--- config.mk ---
export PLATFORM = sky130hd
export DESIGN_NAME = lsu_rmw_flat
export DESIGN_NICKNAME = d
export VERILOG_FILES = /design/src/rtl/lsu_rmw_if.sv /design/src/rtl/lsu_rmw.sv /design/src/flat_wrapper.sv
export SDC_FILE = /design/constraint.sdc
export NUM_CORES = 1
export LEC_CHECK = 0
export CORE_UTILIZATION = 42
export DETAILED_ROUTE_END_ITERATION = 6
export PLACE_DENSITY = 0.94
export RECOVER_POWER = 50
export SKIP_LAST_GASP = 1
export SYNTH_ARGS = -nofsm -noshare
export SYNTH_HDL_FRONTEND = slang
export SYNTH_SLANG_ARGS = --single-unit
--- constraint.sdc ---
create_clock -name clk_i -period 6.1 [get_ports clk_i]
set_clock_uncertainty 0.2 [all_clocks]
set_input_delay 0.915 -clock clk_i [delete_from_list [all_inputs] [get_ports clk_i]]
set_output_delay 0.915 -clock clk_i [all_outputs]
set_load 0.01 [all_outputs]
--- src/rtl/lsu_rmw_if.sv ---
// Bus bundle between the MEM-stage pipeline, the LSU and the word-only data memory.
// The pipeline-side/memory-side agent uses the master modport; the LSU uses slave.
interface lsu_rmw_if #(
    parameter int DMEM = 12
);
    logic            req_valid_i;
    logic            req_we_i;
    logic [2:0]      funct3_i;
    logic [31:0]     addr_i;
    logic [31:0]     wdata_i;
    logic            stall_o;
    logic [31:0]     rdata_o;
    logic            misalign_o;
    logic [DMEM-1:0] dmem_addr_o;
    logic [31:0]     dmem_wdata_o;
    logic            dmem_wren_o;
    logic [31:0]     dmem_rdata_i;

    modport master (
        output req_valid_i, req_we_i, funct3_i, addr_i, wdata_i, dmem_rdata_i,
        input  stall_o, rdata_o, misalign_o, dmem_addr_o, dmem_wdata_o,
        input  dmem_wren_o
    );

    modport slave (
        input  req_valid_i, req_we_i, funct3_i, addr_i, wdata_i, dmem_rdata_i,
        output stall_o, rdata_o, misalign_o, dmem_addr_o, dmem_wdata_o,
        output dmem_wren_o
    );
endinterface

--- src/rtl/lsu_rmw.sv ---
// Load/store unit: RV32I load extension and SB/SH read-modify-write on a word memory.
// Optional misaligned-access flagging is enabled by defining LSU_MISALIGN_TRAP_EN.
module lsu_rmw #(
    parameter int DMEM = 12
) (
    input  logic      clk_i,
    input  logic      rst_ni,
    lsu_rmw_if.slave  bus
);
    typedef enum logic {IDLE, WRITE} state_t;

    state_t      state, state_next;
    logic [31:0] mbuf, mbuf_next;
    logic [1:0]  off;
    logic        hoff;
    logic        mis;
    logic        is_load, is_store;
    logic        sub_store, word_store;
    logic [7:0]  sel_byte;
    logic [15:0] sel_half;
    logic [31:0] load_data;
    logic        unused_addr;

    assign off = bus.addr_i[1:0];
    assign hoff = off[1];
    assign unused_addr = ^bus.addr_i[31:DMEM];

    assign is_load  = (state == IDLE) && bus.req_valid_i && !bus.req_we_i;
    assign is_store = (state == IDLE) && bus.req_valid_i && bus.req_we_i;

`ifdef LSU_MISALIGN_TRAP_EN
    always_comb begin
        mis = 1'b0;
        if (is_load) begin
            case (bus.funct3_i)
                3'b001, 3'b101: mis = off[0];
                3'b010:         mis = (off != 2'b00);
                default:        mis = 1'b0;
            endcase
        end else if (is_store) begin
            case (bus.funct3_i)
                3'b001:  mis = off[0];
                3'b010:  mis = (off != 2'b00);
                default: mis = 1'b0;
            endcase
        end
    end
`else
    assign mis = 1'b0;
`endif

    assign sub_store  = is_store && !mis &&
                        (bus.funct3_i == 3'b000 || bus.funct3_i == 3'b001);
    assign word_store = is_store && !mis && (bus.funct3_i == 3'b010);

    assign sel_byte = bus.dmem_rdata_i[{off, 3'b000} +: 8];
    assign sel_half = bus.dmem_rdata_i[{hoff, 4'b0000} +: 16];

    always_comb begin
        load_data = 32'h0;
        case (bus.funct3_i)
            3'b000:  load_data = {{24{sel_byte[7]}}, sel_byte};
            3'b100:  load_data = {24'h0, sel_byte};
            3'b001:  load_data = {{16{sel_half[15]}}, sel_half};
            3'b101:  load_data = {16'h0, sel_half};
            3'b010:  load_data = bus.dmem_rdata_i;
            default: load_data = 32'h0;
        endcase
    end

    // Merge the new byte/half into the word currently read from memory
    always_comb begin
        mbuf_next = bus.dmem_rdata_i;
        if (bus.funct3_i == 3'b000)
            mbuf_next[{off, 3'b000} +: 8] = bus.wdata_i[7:0];
        else
            mbuf_next[{hoff, 4'b0000} +: 16] = bus.wdata_i[15:0];
    end

    always_comb begin
        state_next = state;
        case (state)
            IDLE:    if (sub_store) state_next = WRITE;
            WRITE:   state_next = IDLE;
            default: state_next = IDLE;
        endcase
    end

    always_ff @(posedge clk_i) begin
        if (!rst_ni) begin
            state <= IDLE;
            mbuf  <= 32'h0;
        end else begin
            state <= state_next;
            if (sub_store)
                mbuf <= mbuf_next;
        end
    end

    assign bus.dmem_addr_o  = {bus.addr_i[DMEM-1:2], 2'b00};
    assign bus.dmem_wdata_o = (state == WRITE) ? mbuf : bus.wdata_i;
    assign bus.dmem_wren_o  = rst_ni && ((state == WRITE) || word_store);
    assign bus.stall_o      = rst_ni && sub_store;
    assign bus.misalign_o   = rst_ni && mis;
    assign bus.rdata_o      = (rst_ni && is_load && !mis) ? load_data : 32'h0;
endmodule
--- src/flat_wrapper.sv ---
// flat-port wrapper written by rule: the top's interface ports become plain ports
module lsu_rmw_flat 
#(
    parameter int DMEM = 12
)
  (clk_i, rst_ni, bus_req_valid_i, bus_req_we_i, bus_funct3_i, bus_addr_i, bus_wdata_i, bus_dmem_rdata_i, bus_stall_o, bus_rdata_o, bus_misalign_o, bus_dmem_addr_o, bus_dmem_wdata_o, bus_dmem_wren_o);
  lsu_rmw_if #(.DMEM(DMEM)) bus_i ();
  input  logic clk_i;
  input  logic rst_ni;
  input wire logic [$bits(bus_i.req_valid_i)-1:0] bus_req_valid_i;
  input wire logic [$bits(bus_i.req_we_i)-1:0] bus_req_we_i;
  input wire logic [$bits(bus_i.funct3_i)-1:0] bus_funct3_i;
  input wire logic [$bits(bus_i.addr_i)-1:0] bus_addr_i;
  input wire logic [$bits(bus_i.wdata_i)-1:0] bus_wdata_i;
  input wire logic [$bits(bus_i.dmem_rdata_i)-1:0] bus_dmem_rdata_i;
  output wire logic [$bits(bus_i.stall_o)-1:0] bus_stall_o;
  output wire logic [$bits(bus_i.rdata_o)-1:0] bus_rdata_o;
  output wire logic [$bits(bus_i.misalign_o)-1:0] bus_misalign_o;
  output wire logic [$bits(bus_i.dmem_addr_o)-1:0] bus_dmem_addr_o;
  output wire logic [$bits(bus_i.dmem_wdata_o)-1:0] bus_dmem_wdata_o;
  output wire logic [$bits(bus_i.dmem_wren_o)-1:0] bus_dmem_wren_o;
  assign bus_i.req_valid_i = bus_req_valid_i;
  assign bus_i.req_we_i = bus_req_we_i;
  assign bus_i.funct3_i = bus_funct3_i;
  assign bus_i.addr_i = bus_addr_i;
  assign bus_i.wdata_i = bus_wdata_i;
  assign bus_i.dmem_rdata_i = bus_dmem_rdata_i;
  assign bus_stall_o = bus_i.stall_o;
  assign bus_rdata_o = bus_i.rdata_o;
  assign bus_misalign_o = bus_i.misalign_o;
  assign bus_dmem_addr_o = bus_i.dmem_addr_o;
  assign bus_dmem_wdata_o = bus_i.dmem_wdata_o;
  assign bus_dmem_wren_o = bus_i.dmem_wren_o;
  lsu_rmw #(.DMEM(DMEM)) u_core (.clk_i(clk_i), .rst_ni(rst_ni), .bus(bus_i));
endmodule
==> results of run 1 <==
## per-stage QoR
step	cell area (µm²)	hold slack (ps)	utilization, %
finish	4550	267	62.4
global route	4550	286	62.4
floorplan	3190	236	-
CTS	4560	268	62.5
detailed placement	4480	250	61.5
global placement	4480	242	61.5
## Yosys cell counts, drive strengths merged
| library cell | count | area (µm²) |
|---|---|---|
| nor2 | 14 | 57.6 |
| nor4b | 2 | 23.8 |
| a222oi | 8 | 80.1 |
| conb | 1 | 3.75 |
| mux4 | 1 | 22.5 |
| o21ai | 1 | 5.00 |
| ha | 5 | 62.6 |
| a31oi | 2 | 12.5 |
| a32o | 32 | 320 |
| a21boi | 1 | 18.8 |
| inv | 8 | 30.0 |
| clkinv | 1 | 3.75 |
| mux2 | 47 | 529 |
| nand3 | 2 | 22.5 |
| and3 | 1 | 6.26 |
| nand2 | 51 | 194 |
| and4 | 2 | 18.8 |
| mux2i | 33 | 330 |
| a22oi | 7 | 52.6 |
| buf | 34 | 204 |
| dfxtp | 33 | 661 |
| nor3 | 4 | 20.0 |
| a21oi | 26 | 138 |
| clkbuf | 11 | 41.3 |
| a221o | 32 | 320 |
## cells by family after synthesis
group	Yosys count	share of synthesized area, %
compound gates	109	29.8
mux	81	27.8
simple gates	76	10.8
buf+inv	54	8.78
flops	33	20.8
fa+ha+maj	5	1.97
other cells	1	0.118
## power by group through the flow
stage | clock network [mW] | logic (mW) | registers [mW]
floorplan | 0 | 0.120 | 0.227
global placement | 0 | 0.222 | 0.228
detailed placement | 0 | 0.228 | 0.228
CTS | 0.156 | 0.229 | 0.224
global route | 0.166 | 0.243 | 0.224
finish | 0.155 | 0.229 | 0.224
## routing by layer
metal  up-vias  track usage [%]
met1      1713             37.2
li1       1620                -
met3        29             4.89
met5         -                0
met2       244             49.5
met4         0             9.24
## cell type report
| cell class | instances | area share [%] |
|---|---|---|
| multi-input cells | 274 | 49.4 |
| flip-flops and latches | 33 | 14.5 |
| inverters | 9 | 0.742 |
| repair buffers | 143 | 31.1 |
| well taps | 99 | 2.72 |
| clock inverters | 1 | 0.110 |
| clock buffers | 5 | 1.51 |
## flip-flops by register name, summed over array words and instances, names as in the netlist
register and cells:
u_core.state 1, u_core.mbuf 32
## worst max path at each step
stage / slack (ps) / start / to / depth (start not counted)
3_3_place_gp: 1420 / bus_addr_i[0] / bus_rdata_o[30] / 6
3_5_place_dp: 1230 / rst_ni / bus_rdata_o[9] / 6
4_1_cts: 1230 / rst_ni / bus_rdata_o[9] / 6
2_1_floorplan: 2860 / bus_addr_i[1] / bus_rdata_o[0] / 5
6_report: 1130 / rst_ni / bus_rdata_o[9] / 6
5_1_grt: 1050 / rst_ni / bus_rdata_o[9] / 6
==> flow_results.xml, run 1 <==
<?xml version="1.0" encoding="UTF-8"?>
<metrics>
  <group name="run_status">
    <metric name="status" unit="">finished with violations</metric>
    <metric name="violations" unit="">capacitance limit, slew limit</metric>
  </group>
  <group name="worst_hold_path">
    <metric name="hold_start" unit="">u_core.mbuf[24]</metric>
    <metric name="timing.hold.worst_path_depth" unit="">1</metric>
    <metric name="holdCritPathClass" unit="">reg2reg</metric>
    <metric name="terminating_pin_of_the_worst_hold_path" unit="">u_core.mbuf[24]</metric>
  </group>
  <group name="detailed_routing">
    <metric name="num_vias" unit="">3606</metric>
    <metric name="drt.antenna.violating_nets" unit="">0</metric>
    <metric name="drt-met1-wl" unit="µm">4690</metric>
    <metric name="topRoutingLayerUsed" unit="">met4</metric>
    <metric name="wire_per_inst" unit="µm">21.1</metric>
    <metric name="post-route-drc-count" unit="">0</metric>
    <metric name="met2_length" unit="µm">5720</metric>
    <metric name="initialDrtViolationCount" unit="">493</metric>
    <metric name="met3RoutedLength" unit="µm">1120</metric>
    <metric name="first_pass_iters" unit="">6</metric>
    <metric name="vias_per_cell" unit="">6.39</metric>
    <metric name="finalWirelength" unit="µm">11900</metric>
  </group>
  <group name="floorplanning">
    <metric name="placeableCoreArea" unit="µm²">7290</metric>
    <metric name="die_width" unit="µm">89.0</metric>
    <metric name="total_i_o_pin_count" unit="">182</metric>
    <metric name="initial_utilization" unit="%">43.6</metric>
    <metric name="die-height" unit="µm">89.0</metric>
    <metric name="row_count" unit="">31</metric>
    <metric name="fp.dieArea" unit="µm²">7920</metric>
  </group>
  <group name="timing">
    <metric name="achievable-frequency" unit="GHz">0.201</metric>
    <metric name="period_minus_slack" unit="ps">4970</metric>
    <metric name="timing.final.setup_violations" unit="">0</metric>
    <metric name="period_share" unit="%">81.5</metric>
    <metric name="worstMarginPinSlew" unit="ps">2050</metric>
    <metric name="final_max_slew_viol_count" unit="">65</metric>
    <metric name="report.final.hold_viol_count" unit="">0</metric>
    <metric name="finalSetupTns" unit="ps">0</metric>
    <metric name="relSlewSlack" unit="%">-37.1</metric>
    <metric name="grt_setup_unrepaired" unit="">false</metric>
    <metric name="setup_slack_of_the_critical_path_after_layout" unit="ps">1130</metric>
  </group>
  <group name="clocking">
    <metric name="cts_hold_buffers" unit="">0</metric>
    <metric name="clock_insertion_delay_worst_skew" unit="ps">270</metric>
    <metric name="clock-sinks" unit="">33</metric>
    <metric name="cts.repair_timing.setup_buffer_count" unit="">0</metric>
    <metric name="cts_buffer_depth" unit="">2</metric>
    <metric name="cts_tree" unit="">done</metric>
    <metric name="clkTransAtPathRegs" unit="ps">70</metric>
    <metric name="htreeDepth" unit="">2</metric>
    <metric name="cts-buffers-inserted" unit="">5</metric>
    <metric name="postCtsResizedCells" unit="">0</metric>
    <metric name="cts_root_buffer" unit="">sky130_fd_sc_hd__clkbuf_8</metric>
  </group>
  <group name="worst_setup_path">
    <metric name="arrival" unit="ps">3850</metric>
    <metric name="reg2regPathDepth" unit="">6</metric>
    <metric name="worst-path-max-fanout" unit="">32</metric>
    <metric name="crit-reg2reg-launch" unit="">u_core.state</metric>
    <metric name="worst_path_largest_cell_delay" unit="ps">810</metric>
    <metric name="crit_path_cell_trace" unit="">clkdlybuf4s50_1, inv_1, nor4b_1, nand2_1, a21oi_1, clkdlybuf4s50_1</metric>
    <metric name="critPathMostFrequentCell" unit="">sky130_fd_sc_hd__clkdlybuf4s50_1</metric>
    <metric name="critical_path.top_delay_family" unit="">simple AND/OR/NAND/NOR gates</metric>
    <metric name="timing.rr.end" unit="">u_core.mbuf[31]</metric>
    <metric name="critPathRequiredTime" unit="ps">4980</metric>
    <metric name="buffers_and_inverters_on_the_worst_path" unit="">3</metric>
    <metric name="endpoint_kind_of_the_worst_setup_timing_path" unit="">output pin</metric>
    <metric name="cp-start-kind" unit="">input port</metric>
    <metric name="timing.reg2reg.setup_slack" unit="ps">3890</metric>
    <metric name="crit_slowest_cell" unit="">sky130_fd_sc_hd__nand2_1</metric>
    <metric name="timing_worst_setup_path_type" unit="">in2out</metric>
  </group>
  <group name="yosys">
    <metric name="synth.yosys.warnings" unit="">0</metric>
    <metric name="synth.avg_cell_area" unit="µm²">8.85</metric>
    <metric name="ys_seq_area_share" unit="%">20.8</metric>
    <metric name="synth-seq-cells" unit="">33</metric>
    <metric name="syn-instance-count" unit="">359</metric>
    <metric name="syn_area" unit="µm²">3180</metric>
    <metric name="unique_masters_post_synth" unit="">35</metric>
  </group>
  <group name="run">
    <metric name="cap_viol_max_count" unit="">1</metric>
  </group>
  <group name="power">
    <metric name="vdd_ir_drop_max" unit="mV">0.0845</metric>
    <metric name="power.share.switching" unit="%">32.1</metric>
    <metric name="p_leak" unit="nW">1.70</metric>
    <metric name="internal_power" unit="µW">412</metric>
    <metric name="switching_component_of_the_power" unit="µW">195</metric>
    <metric name="p_clk_share" unit="%">25.5</metric>
    <metric name="cellPowerDensity" unit="nW/µm²">133</metric>
    <metric name="report.power.total" unit="µW">607</metric>
    <metric name="power.sequential.fraction" unit="%">36.8</metric>
    <metric name="power.combinational.fraction" unit="%">37.7</metric>
  </group>
  <group name="finish">
    <metric name="multi_input_comb_area" unit="µm²">2250</metric>
    <metric name="num_antenna_cells" unit="">0</metric>
    <metric name="synthToLayoutAreaGrowth" unit="%">43.3</metric>
    <metric name="finalNonFillerCells" unit="">564</metric>
    <metric name="most_frequent_standard_cell_in_the_layout_excluding_fill_and_tap_cells" unit="">sky130_fd_sc_hd__clkdlybuf4s50_1</metric>
    <metric name="ratio_of_cells_with_drive_above_1_in_the_final_layout" unit="%">14.8</metric>
    <metric name="area.sequential" unit="µm²">661</metric>
    <metric name="fillerInstances" unit="">628</metric>
    <metric name="layout.cells.most_common_list" unit="">110 x sky130_fd_sc_hd__clkdlybuf4s50_1, 51 x sky130_fd_sc_hd__nand2_1, 47 x sky130_fd_sc_hd__mux2_2</metric>
    <metric name="fin_nets" unit="">574</metric>
  </group>
  <group name="global_routing">
    <metric name="grt_max_degree" unit="">65</metric>
    <metric name="grt_util_all_layers" unit="%">28.9</metric>
    <metric name="grt_antenna_before_repair" unit="">0</metric>
    <metric name="globalRoute.totalOverflow" unit="">0</metric>
    <metric name="grt_pass1_vias" unit="">3295</metric>
    <metric name="global_route_wire_length_before_repair" unit="µm">17400</metric>
  </group>
  <group name="place">
    <metric name="buffer_ports.inserted" unit="">138</metric>
    <metric name="placed_cells" unit="">558</metric>
    <metric name="place_ws" unit="ps">1230</metric>
    <metric name="finalWeightedCongestion" unit="">0.963</metric>
    <metric name="hpwl" unit="µm">8570</metric>
  </group>
</metrics>
(Power assumes the default switching activity.)
==> run 2: changes to the inputs <==
- CORE_UTILIZATION: 42 -> 35
- PLACE_DENSITY: 0.94 -> 0.85
- clock period: 6.1 -> 4.1 ns (I/O delays scaled with it)
==> run 2 against run 1 <==
Against the previous run:
- the flow still finishes with violations (capacitance limit, slew limit)
- worst setup slack worse by 890 ps
- clock-buffer cell count rose by 1
- hold slack got worse by 1.6 ps
- critical path depth grew 1
- via count grew 1.4%
- combinational power grew 51%
- cell area grew 2.1%
- first-iteration DRC count decreased by 10%
- register-to-register slack worse by 2500 ps
- utilization down 9.4 points
- global-route usage shrank 4.1 points
- critical endpoint is now bus_rdata_o[24]
==> flow_results.xml, run 2 (synthesis results as in run 1) <==
<?xml version="1.0" encoding="UTF-8"?>
<metrics>
  <group name="place">
    <metric name="hpwl" unit="µm">8760</metric>
    <metric name="finalWeightedCongestion" unit="">0.921</metric>
    <metric name="buffer_ports.inserted" unit="">138</metric>
  </group>
  <group name="detailed_routing">
    <metric name="wire_per_inst" unit="µm">20.8</metric>
    <metric name="first_pass_iters" unit="">5</metric>
    <metric name="initialDrtViolationCount" unit="">443</metric>
    <metric name="vias_per_cell" unit="">6.26</metric>
    <metric name="num_vias" unit="">3657</metric>
    <metric name="post-route-drc-count" unit="">0</metric>
    <metric name="finalWirelength" unit="µm">12100</metric>
    <metric name="drt.antenna.violating_nets" unit="">0</metric>
  </group>
  <group name="power">
    <metric name="vdd_ir_drop_max" unit="mV">0.145</metric>
    <metric name="cellPowerDensity" unit="nW/µm²">199</metric>
    <metric name="p_leak" unit="nW">1.76</metric>
  </group>
  <group name="clocking">
    <metric name="cts-buffers-inserted" unit="">5</metric>
    <metric name="htreeDepth" unit="">2</metric>
    <metric name="postCtsResizedCells" unit="">0</metric>
    <metric name="clkTransAtPathRegs" unit="ps">70</metric>
    <metric name="cts_buffer_depth" unit="">2</metric>
    <metric name="cts_hold_buffers" unit="">0</metric>
    <metric name="clock-sinks" unit="">33</metric>
    <metric name="cts_root_buffer" unit="">sky130_fd_sc_hd__clkbuf_8</metric>
    <metric name="clock_insertion_delay_worst_skew" unit="ps">280</metric>
    <metric name="cts_tree" unit="">done</metric>
    <metric name="cts.repair_timing.setup_buffer_count" unit="">0</metric>
  </group>
  <group name="worst_setup_path">
    <metric name="critPathRequiredTime" unit="ps">3280</metric>
    <metric name="worst_path_largest_cell_delay" unit="ps">560</metric>
    <metric name="timing_worst_setup_path_type" unit="">in2out</metric>
    <metric name="crit_path_cell_trace" unit="">clkdlybuf4s50_1, mux4_2, nand3_4, a21boi_4, buf_4, a21oi_1, clkdlybuf4s50_1</metric>
    <metric name="critPathMostFrequentCell" unit="">sky130_fd_sc_hd__clkdlybuf4s50_1</metric>
    <metric name="worst-path-max-fanout" unit="">12</metric>
    <metric name="buffers_and_inverters_on_the_worst_path" unit="">3</metric>
    <metric name="crit_slowest_cell" unit="">sky130_fd_sc_hd__mux4_2</metric>
    <metric name="cp-start-kind" unit="">input port</metric>
    <metric name="endpoint_kind_of_the_worst_setup_timing_path" unit="">output pin</metric>
    <metric name="critical_path.top_delay_family" unit="">buffers and inverters</metric>
    <metric name="arrival" unit="ps">3040</metric>
  </group>
  <group name="global_routing">
    <metric name="grt_util_all_layers" unit="%">24.8</metric>
    <metric name="grt_max_degree" unit="">60</metric>
    <metric name="global_route_wire_length_before_repair" unit="µm">19000</metric>
    <metric name="grt_pass1_vias" unit="">3686</metric>
    <metric name="globalRoute.totalOverflow" unit="">0</metric>
    <metric name="grt_antenna_before_repair" unit="">0</metric>
  </group>
  <group name="finish">
    <metric name="fin_nets" unit="">583</metric>
    <metric name="top_regs" unit="">u_core.mbuf x32, u_core.state x1</metric>
    <metric name="largest_register_ff_count" unit="">32</metric>
    <metric name="largest_register" unit="">u_core.mbuf</metric>
    <metric name="synthToLayoutAreaGrowth" unit="%">46.3</metric>
    <metric name="layout.cells.most_common_list" unit="">105 x sky130_fd_sc_hd__clkdlybuf4s50_1, 51 x sky130_fd_sc_hd__nand2_1, 47 x sky130_fd_sc_hd__mux2_2</metric>
    <metric name="ratio_of_cells_with_drive_above_1_in_the_final_layout" unit="%">16.6</metric>
    <metric name="most_frequent_standard_cell_in_the_layout_excluding_fill_and_tap_cells" unit="">sky130_fd_sc_hd__clkdlybuf4s50_1</metric>
    <metric name="num_antenna_cells" unit="">0</metric>
  </group>
  <group name="floorplanning">
    <metric name="row_count" unit="">34</metric>
    <metric name="die_width" unit="µm">97.3</metric>
    <metric name="placeableCoreArea" unit="µm²">8760</metric>
    <metric name="fp.dieArea" unit="µm²">9470</metric>
    <metric name="die-height" unit="µm">97.3</metric>
    <metric name="initial_utilization" unit="%">36.3</metric>
    <metric name="total_i_o_pin_count" unit="">182</metric>
  </group>
  <group name="timing">
    <metric name="grt_setup_unrepaired" unit="">false</metric>
    <metric name="final_max_slew_viol_count" unit="">60</metric>
    <metric name="timing.final.setup_violations" unit="">0</metric>
    <metric name="period_share" unit="%">94.1</metric>
    <metric name="achievable-frequency" unit="GHz">0.259</metric>
    <metric name="report.final.hold_viol_count" unit="">0</metric>
    <metric name="period_minus_slack" unit="ps">3860</metric>
    <metric name="relSlewSlack" unit="%">-25.5</metric>
    <metric name="finalSetupTns" unit="ps">0</metric>
    <metric name="worstMarginPinSlew" unit="ps">1880</metric>
    <metric name="fin_worst_hold_slack" unit="ps">266</metric>
  </group>
  <group name="run">
    <metric name="cap_viol_max_count" unit="">1</metric>
  </group>
  <group name="worst_hold_path">
    <metric name="holdCritPathClass" unit="">reg2reg</metric>
  </group>
  <group name="run_status">
    <metric name="violations" unit="">capacitance limit, slew limit</metric>
    <metric name="status" unit="">finished with violations</metric>
  </group>
</metrics>
run 2: power breakdown:
| group | switching (mW) | total, mW | internal (mW) |
|---|---|---|---|
| sequential | 0.00483 | 0.333 | 0.328 |
| combinational | 0.169 | 0.345 | 0.177 |
| clock | 0.130 | 0.247 | 0.118 |
| total | 0.303 | 0.926 | 0.623 |
run 2: cell type report:
type                            instances  area [µm²]
Inverter                                9        33.8
Clock buffer                            6        72.6
Multi-Input combinational cell        274        2250
Clock inverter                          2        10.0
Sequential cell                        33         661
Fill cell                             808        4110
Tap cell                              108         135
Timing Repair Buffer                  152        1490
run 2: metal layers:
layer  global-route usage (%)  vias to the layer above  wire (µm)
met5                        0                        -          0
met4                     12.6                        0        488
met3                     5.61                       43       1150
met2                     41.5                      244       5750
met1                     29.8                     1737       4740
li1                         -                     1633          -
run 2: path summary, 6_finish.rpt:
path	from	to	slack, ps	depth (start not counted)
max	bus_dmem_rdata_i[23]	bus_rdata_o[24]	240	7
min	u_core.mbuf[7]	u_core.mbuf[7]	270	1
max reg2reg	u_core.state	u_core.mbuf[20]	1410	6
min reg2reg	u_core.mbuf[7]	u_core.mbuf[7]	270	1
run 2: stage by stage:
stage	instance area (µm²)	power [mW]	worst slack [ps]	std cells	util, %
floorplan	3190	0.516	1270	361	-
global placement	4580	0.678	318	576	52.2
detailed placement	4580	0.687	272	576	52.2
CTS	4660	0.926	274	584	53.2
global route	4650	0.959	204	584	53.1
finish	4650	0.926	244	584	53.1
==> run 3: changes to the inputs <==
- CORE_UTILIZATION: 35 -> 30
- CTS_BUF_LIST: default -> sky130_fd_sc_hd__clkbuf_8
- PLACE_DENSITY: 0.85 -> 0.73
==> run 3 against run 2 <==
Against the previous run:
- the run now ends clean
- combinational power grew 1%
- utilization decreased by 7.0 points
- sequential share of layout area is 0.24 points lower
==> flow_results.xml, run 3 (synthesis results as in run 1) <==
<?xml version="1.0" encoding="UTF-8"?>
<metrics>
  <group name="run_status">
    <metric name="status" unit="">finished clean</metric>
  </group>
  <group name="global_routing">
    <metric name="globalRoute.totalOverflow" unit="">0</metric>
    <metric name="grt_antenna_before_repair" unit="">0</metric>
    <metric name="grt_pass1_vias" unit="">3589</metric>
    <metric name="grt_max_degree" unit="">43</metric>
    <metric name="grt_util_all_layers" unit="%">22.5</metric>
    <metric name="global_route_wire_length_before_repair" unit="µm">19400</metric>
  </group>
  <group name="finish">
    <metric name="top_regs" unit="">u_core.mbuf x32, u_core.state x1</metric>
    <metric name="largest_register" unit="">u_core.mbuf</metric>
    <metric name="largest_register_ff_count" unit="">32</metric>
    <metric name="num_antenna_cells" unit="">0</metric>
    <metric name="multi_input_comb_area" unit="µm²">2250</metric>
    <metric name="synthToLayoutAreaGrowth" unit="%">48.9</metric>
    <metric name="fillerInstances" unit="">994</metric>
    <metric name="layout.cells.most_common_list" unit="">107 x sky130_fd_sc_hd__clkdlybuf4s50_1, 50 x sky130_fd_sc_hd__nand2_1, 46 x sky130_fd_sc_hd__mux2_2</metric>
    <metric name="area.sequential" unit="µm²">661</metric>
    <metric name="fin_nets" unit="">589</metric>
    <metric name="most_frequent_standard_cell_in_the_layout_excluding_fill_and_tap_cells" unit="">sky130_fd_sc_hd__clkdlybuf4s50_1</metric>
    <metric name="ratio_of_cells_with_drive_above_1_in_the_final_layout" unit="%">17.1</metric>
  </group>
  <group name="detailed_routing">
    <metric name="post-route-drc-count" unit="">0</metric>
    <metric name="num_vias" unit="">3614</metric>
    <metric name="first_pass_iters" unit="">5</metric>
    <metric name="initialDrtViolationCount" unit="">242</metric>
    <metric name="vias_per_cell" unit="">5.87</metric>
    <metric name="drt.antenna.violating_nets" unit="">0</metric>
    <metric name="wire_per_inst" unit="µm">20.5</metric>
    <metric name="finalWirelength" unit="µm">12600</metric>
  </group>
  <group name="power">
    <metric name="vdd_ir_drop_max" unit="mV">0.106</metric>
    <metric name="power.share.switching" unit="%">33.1</metric>
    <metric name="internal_power" unit="µW">620</metric>
    <metric name="switching_component_of_the_power" unit="µW">307</metric>
    <metric name="cellPowerDensity" unit="nW/µm²">196</metric>
    <metric name="power.sequential.fraction" unit="%">35.9</metric>
    <metric name="power.combinational.fraction" unit="%">37.7</metric>
    <metric name="report.power.total" unit="µW">927</metric>
    <metric name="p_leak" unit="nW">1.78</metric>
    <metric name="p_clk_share" unit="%">26.4</metric>
  </group>
  <group name="clocking">
    <metric name="clkTransAtPathRegs" unit="ps">70</metric>
    <metric name="cts_hold_buffers" unit="">0</metric>
    <metric name="cts_buffer_depth" unit="">2</metric>
    <metric name="clock-sinks" unit="">33</metric>
    <metric name="clock_insertion_delay_worst_skew" unit="ps">290</metric>
    <metric name="cts-buffers-inserted" unit="">5</metric>
    <metric name="cts_tree" unit="">done</metric>
    <metric name="cts_root_buffer" unit="">sky130_fd_sc_hd__clkbuf_8</metric>
    <metric name="htreeDepth" unit="">2</metric>
    <metric name="cts.repair_timing.setup_buffer_count" unit="">0</metric>
    <metric name="postCtsResizedCells" unit="">0</metric>
  </group>
  <group name="floorplanning">
    <metric name="placeableCoreArea" unit="µm²">10300</metric>
    <metric name="row_count" unit="">37</metric>
    <metric name="initial_utilization" unit="%">30.9</metric>
    <metric name="total_i_o_pin_count" unit="">182</metric>
    <metric name="die_width" unit="µm">105</metric>
    <metric name="die-height" unit="µm">105</metric>
    <metric name="fp.dieArea" unit="µm²">11000</metric>
  </group>
  <group name="timing">
    <metric name="fin_worst_hold_slack" unit="ps">272</metric>
    <metric name="worstMarginPinSlew" unit="ps">897</metric>
    <metric name="timing.final.setup_violations" unit="">0</metric>
    <metric name="period_share" unit="%">91.2</metric>
    <metric name="final_max_slew_viol_count" unit="">0</metric>
    <metric name="period_minus_slack" unit="ps">3740</metric>
    <metric name="report.final.hold_viol_count" unit="">0</metric>
    <metric name="achievable-frequency" unit="GHz">0.267</metric>
    <metric name="relSlewSlack" unit="%">40.2</metric>
    <metric name="finalSetupTns" unit="ps">0</metric>
    <metric name="grt_setup_unrepaired" unit="">false</metric>
  </group>
  <group name="run">
    <metric name="cap_viol_max_count" unit="">0</metric>
  </group>
  <group name="worst_setup_path">
    <metric name="timing_worst_setup_path_type" unit="">in2out</metric>
    <metric name="endpoint_kind_of_the_worst_setup_timing_path" unit="">output pin</metric>
    <metric name="critPathRequiredTime" unit="ps">3280</metric>
    <metric name="worst-path-max-fanout" unit="">9</metric>
    <metric name="arrival" unit="ps">2930</metric>
    <metric name="cp-start-kind" unit="">input port</metric>
  </group>
  <group name="place">
    <metric name="finalWeightedCongestion" unit="">0.903</metric>
    <metric name="buffer_ports.inserted" unit="">138</metric>
    <metric name="hpwl" unit="µm">9310</metric>
  </group>
  <group name="worst_hold_path">
    <metric name="holdCritPathClass" unit="">reg2reg</metric>
  </group>
</metrics>
## run 3: power groups by stage
stage | combinational (mW) | sequential (mW) | clock, mW
floorplan | 0.178 | 0.338 | 0
global placement | 0.347 | 0.340 | 0
detailed placement | 0.353 | 0.340 | 0
CTS | 0.355 | 0.333 | 0.246
global route | 0.372 | 0.334 | 0.257
finish | 0.349 | 0.333 | 0.244
## run 3: worst paths after layout
check | from | endpoint | slack [ps] | depth (start not counted)
min | u_core.mbuf[9] | u_core.mbuf[9] | 270 | 1
max | bus_addr_i[0] | bus_rdata_o[30] | 360 | 7
max reg2reg | u_core.state | u_core.mbuf[25] | 1450 | 6
min reg2reg | u_core.mbuf[9] | u_core.mbuf[9] | 270 | 1
## run 3: final cells by class
cell class,instances,area share [%]
Clock buffer,5,1.45
Multi-Input combinational cell,274,47.6
Inverter,9,0.714
Timing Repair Buffer,158,32.6
Sequential cell,33,14.0
Tap cell,136,3.60
Clock inverter,1,0.106
## run 3: metal layers
metal	part of all wire (%)	vias to the layer above	track usage (%)
met5	0	-	0
met4	2.4	0	8.05
met3	6.8	29	3.74
met2	48	192	38.7
met1	42	1752	28.0
li1	-	1641	-
## run 3: stage by stage
stage                     utilization [%]  std cells  instance area [µm²]  worst slack, ps
after floorplan                         -        361                 3190             1270
after global placement               45.4        610                 4670              357
after detailed placement             45.4        610                 4670              352
after CTS                            46.1        616                 4740              352
after global routing                 46.0        616                 4730              266
final                                46.0        616                 4730              359
## run 3: worst max-delay path: stages
cell,delay (ps)
sky130_fd_sc_hd__clkdlybuf4s50_1,540
sky130_fd_sc_hd__mux4_2,560
sky130_fd_sc_hd__nand3_4,180
sky130_fd_sc_hd__a21boi_4,260
sky130_fd_sc_hd__buf_4,200
sky130_fd_sc_hd__a21oi_1,80
sky130_fd_sc_hd__clkdlybuf4s50_1,490
==> RTL change 1 (config.mk and constraints of run 2) <==
Build with the macro `LSU_MISALIGN_TRAP_EN` defined.
--- a/src/rtl/lsu_rmw.sv
+++ b/src/rtl/lsu_rmw.sv
@@ -1,5 +1,7 @@
 // Load/store unit: RV32I load extension and SB/SH read-modify-write on a word memory.
 // Optional misaligned-access flagging is enabled by defining LSU_MISALIGN_TRAP_EN.
+`define LSU_MISALIGN_TRAP_EN
+
 module lsu_rmw #(
     parameter int DMEM = 12
 ) (
Check against the original RTL: not equivalent (Yosys sat finds a counterexample within 4 cycles, from zero or initial values and one cycle with rst_ni low).
==> RTL change 1 against run 2 <==
Final area down 2.6%; routed wire length down 3.1%; via count down 3.7%; sequential cell count unchanged; die area down 5.2%; synthesized cell count up 0.28%; final cell count up 0.86%; power down 3.3%; setup slack worse by 0.025 ns; count of clock-buffer cells in the layout up 1; combinational power down 11%; area after synthesis down 5.4%; critical endpoint is now u_core.mbuf[3]$_SDFFE_PN0P_.
==> RTL change 1: results (changes against run 2) <==
| Metric | Value |
|---|---|
| Worst reg2reg endpoint | u_core.mbuf[26]$_SDFFE_PN0P_ (was u_core.mbuf[20]$_SDFFE_PN0P_) |
| Via density | 5.978 (was 6.262) |
| Top-area cell type share of the netlist area | 21.96% (was 20.79%) |
| Crit-path leading delay family | compound AO/OA/AOI/OAI gates (was buffers and inverters) |
| Slowest stage cell, crit path | o32ai_1 (was mux4_2) |
| Switch share | 30.69% (was 32.74%) |
| Hold path depth | 2 (was 1) |
| Share of layout cells above drive strength 1 | 15.29% (was 16.60%) |
| Avg Cell Area, Syn | 8.355 um2 (was 8.853 um2) |
| GP Congestion | 0.8376 (was 0.9206) |
| Share of power burned in registers | 37.2% (was 36.0%) |
| Leak Pwr | 1.626 nW (was 1.759 nW) |
| Synth top area cells | dfxtp_1 22%, mux2_2 15%, a221oi_1 9.3%, mux2i_1 6.3%, a211o_1 4.7% (was dfxtp_1 21%, mux2_2 17%, mux2i_1 10%, a221o_1 10%, a32o_1 10%) |
| # port buffers | 139 (was 138) |
| Nets@finish | 591 (was 583) |
| Critical path arrival | 3.90 ns (was 3.04 ns) |
| Outcome | complete, no violations (was finished, violations left) |
| Dpl hpwl | 8684 um (was 8759 um) |
| Dpl cells | 582 (was 576) |
| WHS | 0.2628 ns (was 0.2659 ns) |
| Final wirelength | 11750 um (was 12130 um) |
| Initial DRC count | 245 (was 443) |
| Register-to-register setup slack | 2.39 ns (was 1.41 ns) |
| First-pass GRT wire length | 17780 um (was 18970 um) |
| Actual slew at the worst max-slew pin | 1.247 ns (was 1.877 ns) |
| Distinct cells, synth | 46 (was 35) |
| Top cells by count, synth | 39 x mux2_2, 33 x dfxtp_1, 33 x nand2_1 (was 50 x nand2_1, 47 x mux2_2, 33 x dfxtp_1, 33 x mux2i_1) |
| Seq/Total Area, Yosys | 21.96% (was 20.79%) |
| R2R cell count | 5 (was 6) |
| Worst-path maximum fanout | 8 (was 12) |
[RTL change 1: repair_timing]
item | in CTS | in global routing
setup endpoints to repair | 0 | 3
buffers inserted | 0 | 0
resized for setup | 0 | 2
[RTL change 1: kinds of logic (layout without fill, tap and decap cells)]
logic type / count (synthesis) / count (layout) / share of synthesized area (%)
other: 1 / 2 / 0.1247
muxes: 59 / 59 / 21.67
adders and majority gates: 4 / 4 / 1.664
DFF: 33 / 33 / 21.96
buffers and inverters: 49 / 172 / 8.652
AOI/OAI and AO/OA: 130 / 130 / 32.49
and+or+nand+nor: 84 / 84 / 13.44
[RTL change 1: how the worst max path moves through the flow]
stage | startpoint | end | slack, ns | depth (start not counted)
finish | bus_addr_i[0] | u_core.mbuf[3]$_SDFFE_PN0P_ | 0.22 | 8
global placement | bus_addr_i[0] | bus_rdata_o[6] | 0.16 | 6
global route | bus_addr_i[0] | u_core.mbuf[3]$_SDFFE_PN0P_ | 0.08 | 8
detailed placement | bus_addr_i[0] | bus_rdata_o[6] | 0.12 | 6
floorplan | bus_addr_i[1] | bus_rdata_o[29] | 1.35 | 8
CTS | bus_addr_i[0] | bus_rdata_o[6] | 0.11 | 6
[RTL change 1: routing by layer]
layer  wire, um  GRT usage (%)  vias to the layer above
met5          0              0                        -
met4        294          10.35                        0
met3        993          5.233                       29
met2       5623          42.45                      200
met1       4839          32.19                     1680
li1           -              -                     1612
[RTL change 1: cell type report]
class | count | area, um2
repair buffers | 160 | 1555
well taps | 105 | 131.4
inverters | 5 | 18.77
clock buffers | 7 | 86.33
fillers | 759 | 3727
multi-input cells | 279 | 2078
flip-flops and latches | 33 | 660.6
==> RTL change 2 (flow settings as in run 2) <==
Without the edit above. Make the reset (`rst_ni`) asynchronous in one clocked block.
--- a/src/rtl/lsu_rmw.sv
+++ b/src/rtl/lsu_rmw.sv
@@ -86,7 +86,7 @@
         endcase
     end
 
-    always_ff @(posedge clk_i) begin
+    always_ff @(posedge clk_i or negedge rst_ni) begin
         if (!rst_ni) begin
             state <= IDLE;
             mbuf  <= 32'h0;
Check against the original RTL: differs if rst_ni is asserted again (counterexample within 4 cycles, from zero or initial values and one cycle with rst_ni low); with rst_ni held inactive, the same outputs for 4 cycles.
==> RTL change 2 against run 2 <==
Sequential power is 31% higher; setup slack better by 0.053 ns; largest cell class unchanged; utilization is 0.45 points lower; sequential cell count stayed put; power is 21% higher; clock power is 5% higher; final area is 6.0% higher; first-iteration DRC count is 34% lower; largest power group is now registers; critical endpoint is now bus_rdata_o[5]; area after synthesis is 8.2% higher; synthesized cell count is 5.0% higher; routed wire length is 5.9% higher.
==> RTL change 2: results (changes against run 2) <==
| Metric | Value |
|---|---|
| Initial DRC count | 291 (was 443) |
| Outcome | complete, no violations (was finished, violations left) |
| Critical path arrival | 2.99 ns (was 3.04 ns) |
| Hold wc startpoint | u_core.mbuf[13]$_DFFE_PN0P_ (was u_core.mbuf[7]$_SDFFE_PN0P_) |
| Async SR Flop Fraction | 100.0% (was 0%) |
| Nets@finish | 605 (was 583) |
| Distinct cells, synth | 39 (was 35) |
| Leak Pwr | 1.922 nW (was 1.759 nW) |
| Clk pwr share | 23.1% (was 26.7%) |
| Worst-path maximum fanout | 23 (was 12) |
| Number of fill cells | 913 (was 808) |
| Synth top area cells | dfrtp_1 24%, mux2_2 15%, mux2i_1 9.6%, a21oi_1 8.6%, a22o_1 8.2% (was dfxtp_1 21%, mux2_2 17%, mux2i_1 10%, a221o_1 10%, a32o_1 10%) |
| Dpl hpwl | 9541 um (was 8759 um) |
| First-pass GRT wire length | 19750 um (was 18970 um) |
| Total GRT Usage | 25.18% (was 24.85%) |
| Worst vdd rail ir drop | 0.0001057 V (was 0.0001448 V) |
| Met1 Resource Use GR | 32.17% (was 29.84%) |
| Share of layout cells above drive strength 1 | 15.69% (was 16.60%) |
| Predominant post-synthesis flop cell | dfrtp_1 (was dfxtp_1) |
| Register-to-register setup slack | 1.91 ns (was 1.41 ns) |
| GP Congestion | 0.9010 (was 0.9206) |
| Met2 Use GR | 41.08% (was 41.55%) |
| Top cells by count, synth | 59 x a21oi_1, 45 x mux2_2, 33 x dfrtp_1, 33 x mux2i_1, 32 x a22o_1 (was 50 x nand2_1, 47 x mux2_2, 33 x dfxtp_1, 33 x mux2i_1) |
| Via density | 5.974 (was 6.262) |
| R2r startpoint | u_core.state$_DFF_PN0_ (was u_core.state$_SDFF_PP0_) |
| P_int | 0.7601 mW (was 0.6229 mW) |
| Worst slew margin | 10.92% (was -25.46%) |
| R2R cell count | 4 (was 6) |
| Met3 Track Usage GR | 5.548% (was 5.612%) |
| Seq/Total Area, Yosys | 24.02% (was 20.79%) |
| Vias in the first global route | 3637 (was 3686) |
[RTL change 2: logic make-up after synthesis]
logic type / share of synthesized area [%]
buf+inv: 9.352
flops: 24.02
other cells: 0.1091
compound gates: 28.60
mux: 25.00
simple gates: 11.10
fa+ha+maj: 1.820
[RTL change 2: layer usage]
layer  vias to the layer above  routed length, um
met5                         -                  0
met4                         0                541
met3                        48               1122
met2                       239               5928
met1                      1767               5247
li1                       1686                  -
[RTL change 2: worst max path at each step]
stage | to | start | slack, ns
after floorplan | u_core.mbuf[0]$_DFFE_PN0P_ | bus_addr_i[1] | 1.17
after global placement | bus_rdata_o[16] | bus_addr_i[0] | 0.44
after detailed placement | bus_rdata_o[16] | bus_addr_i[0] | 0.40
after CTS | bus_rdata_o[16] | bus_addr_i[0] | 0.39
after global routing | u_core.mbuf[16]$_DFFE_PN0P_ | bus_addr_i[1] | 0.16
final | bus_rdata_o[5] | bus_addr_i[1] | 0.30
[RTL change 2: layout make-up]
class / instances / area share (%)
flip-flops and latches: 33 / 16.75
multi-input cells: 292 / 46.59
repair buffers: 158 / 31.11
clock buffers: 7 / 1.751
inverters: 7 / 0.5329
well taps: 129 / 3.273
[RTL change 2: critical path: stages]
cell             delay, ns
clkbuf_1              0.57
buf_4                 0.45
mux2_2                0.42
a222oi_1              0.32
nor2_1                0.10
clkdlybuf4s50_1       0.50
[RTL change 2: through the flow]
step	total power [mW]	instance area, um2	instances	hold slack (ns)	setup slack, ns
floorplan	0.6572	3446	379	0.1194	1.170
global route	1.171	4931	626	0.3192	0.1572
detailed placement	0.8643	4856	619	0.2891	0.4007
CTS	1.123	4942	626	0.3060	0.3933
global placement	0.8531	4856	619	0.2860	0.4397
finish	1.120	4931	626	0.3078	0.2964
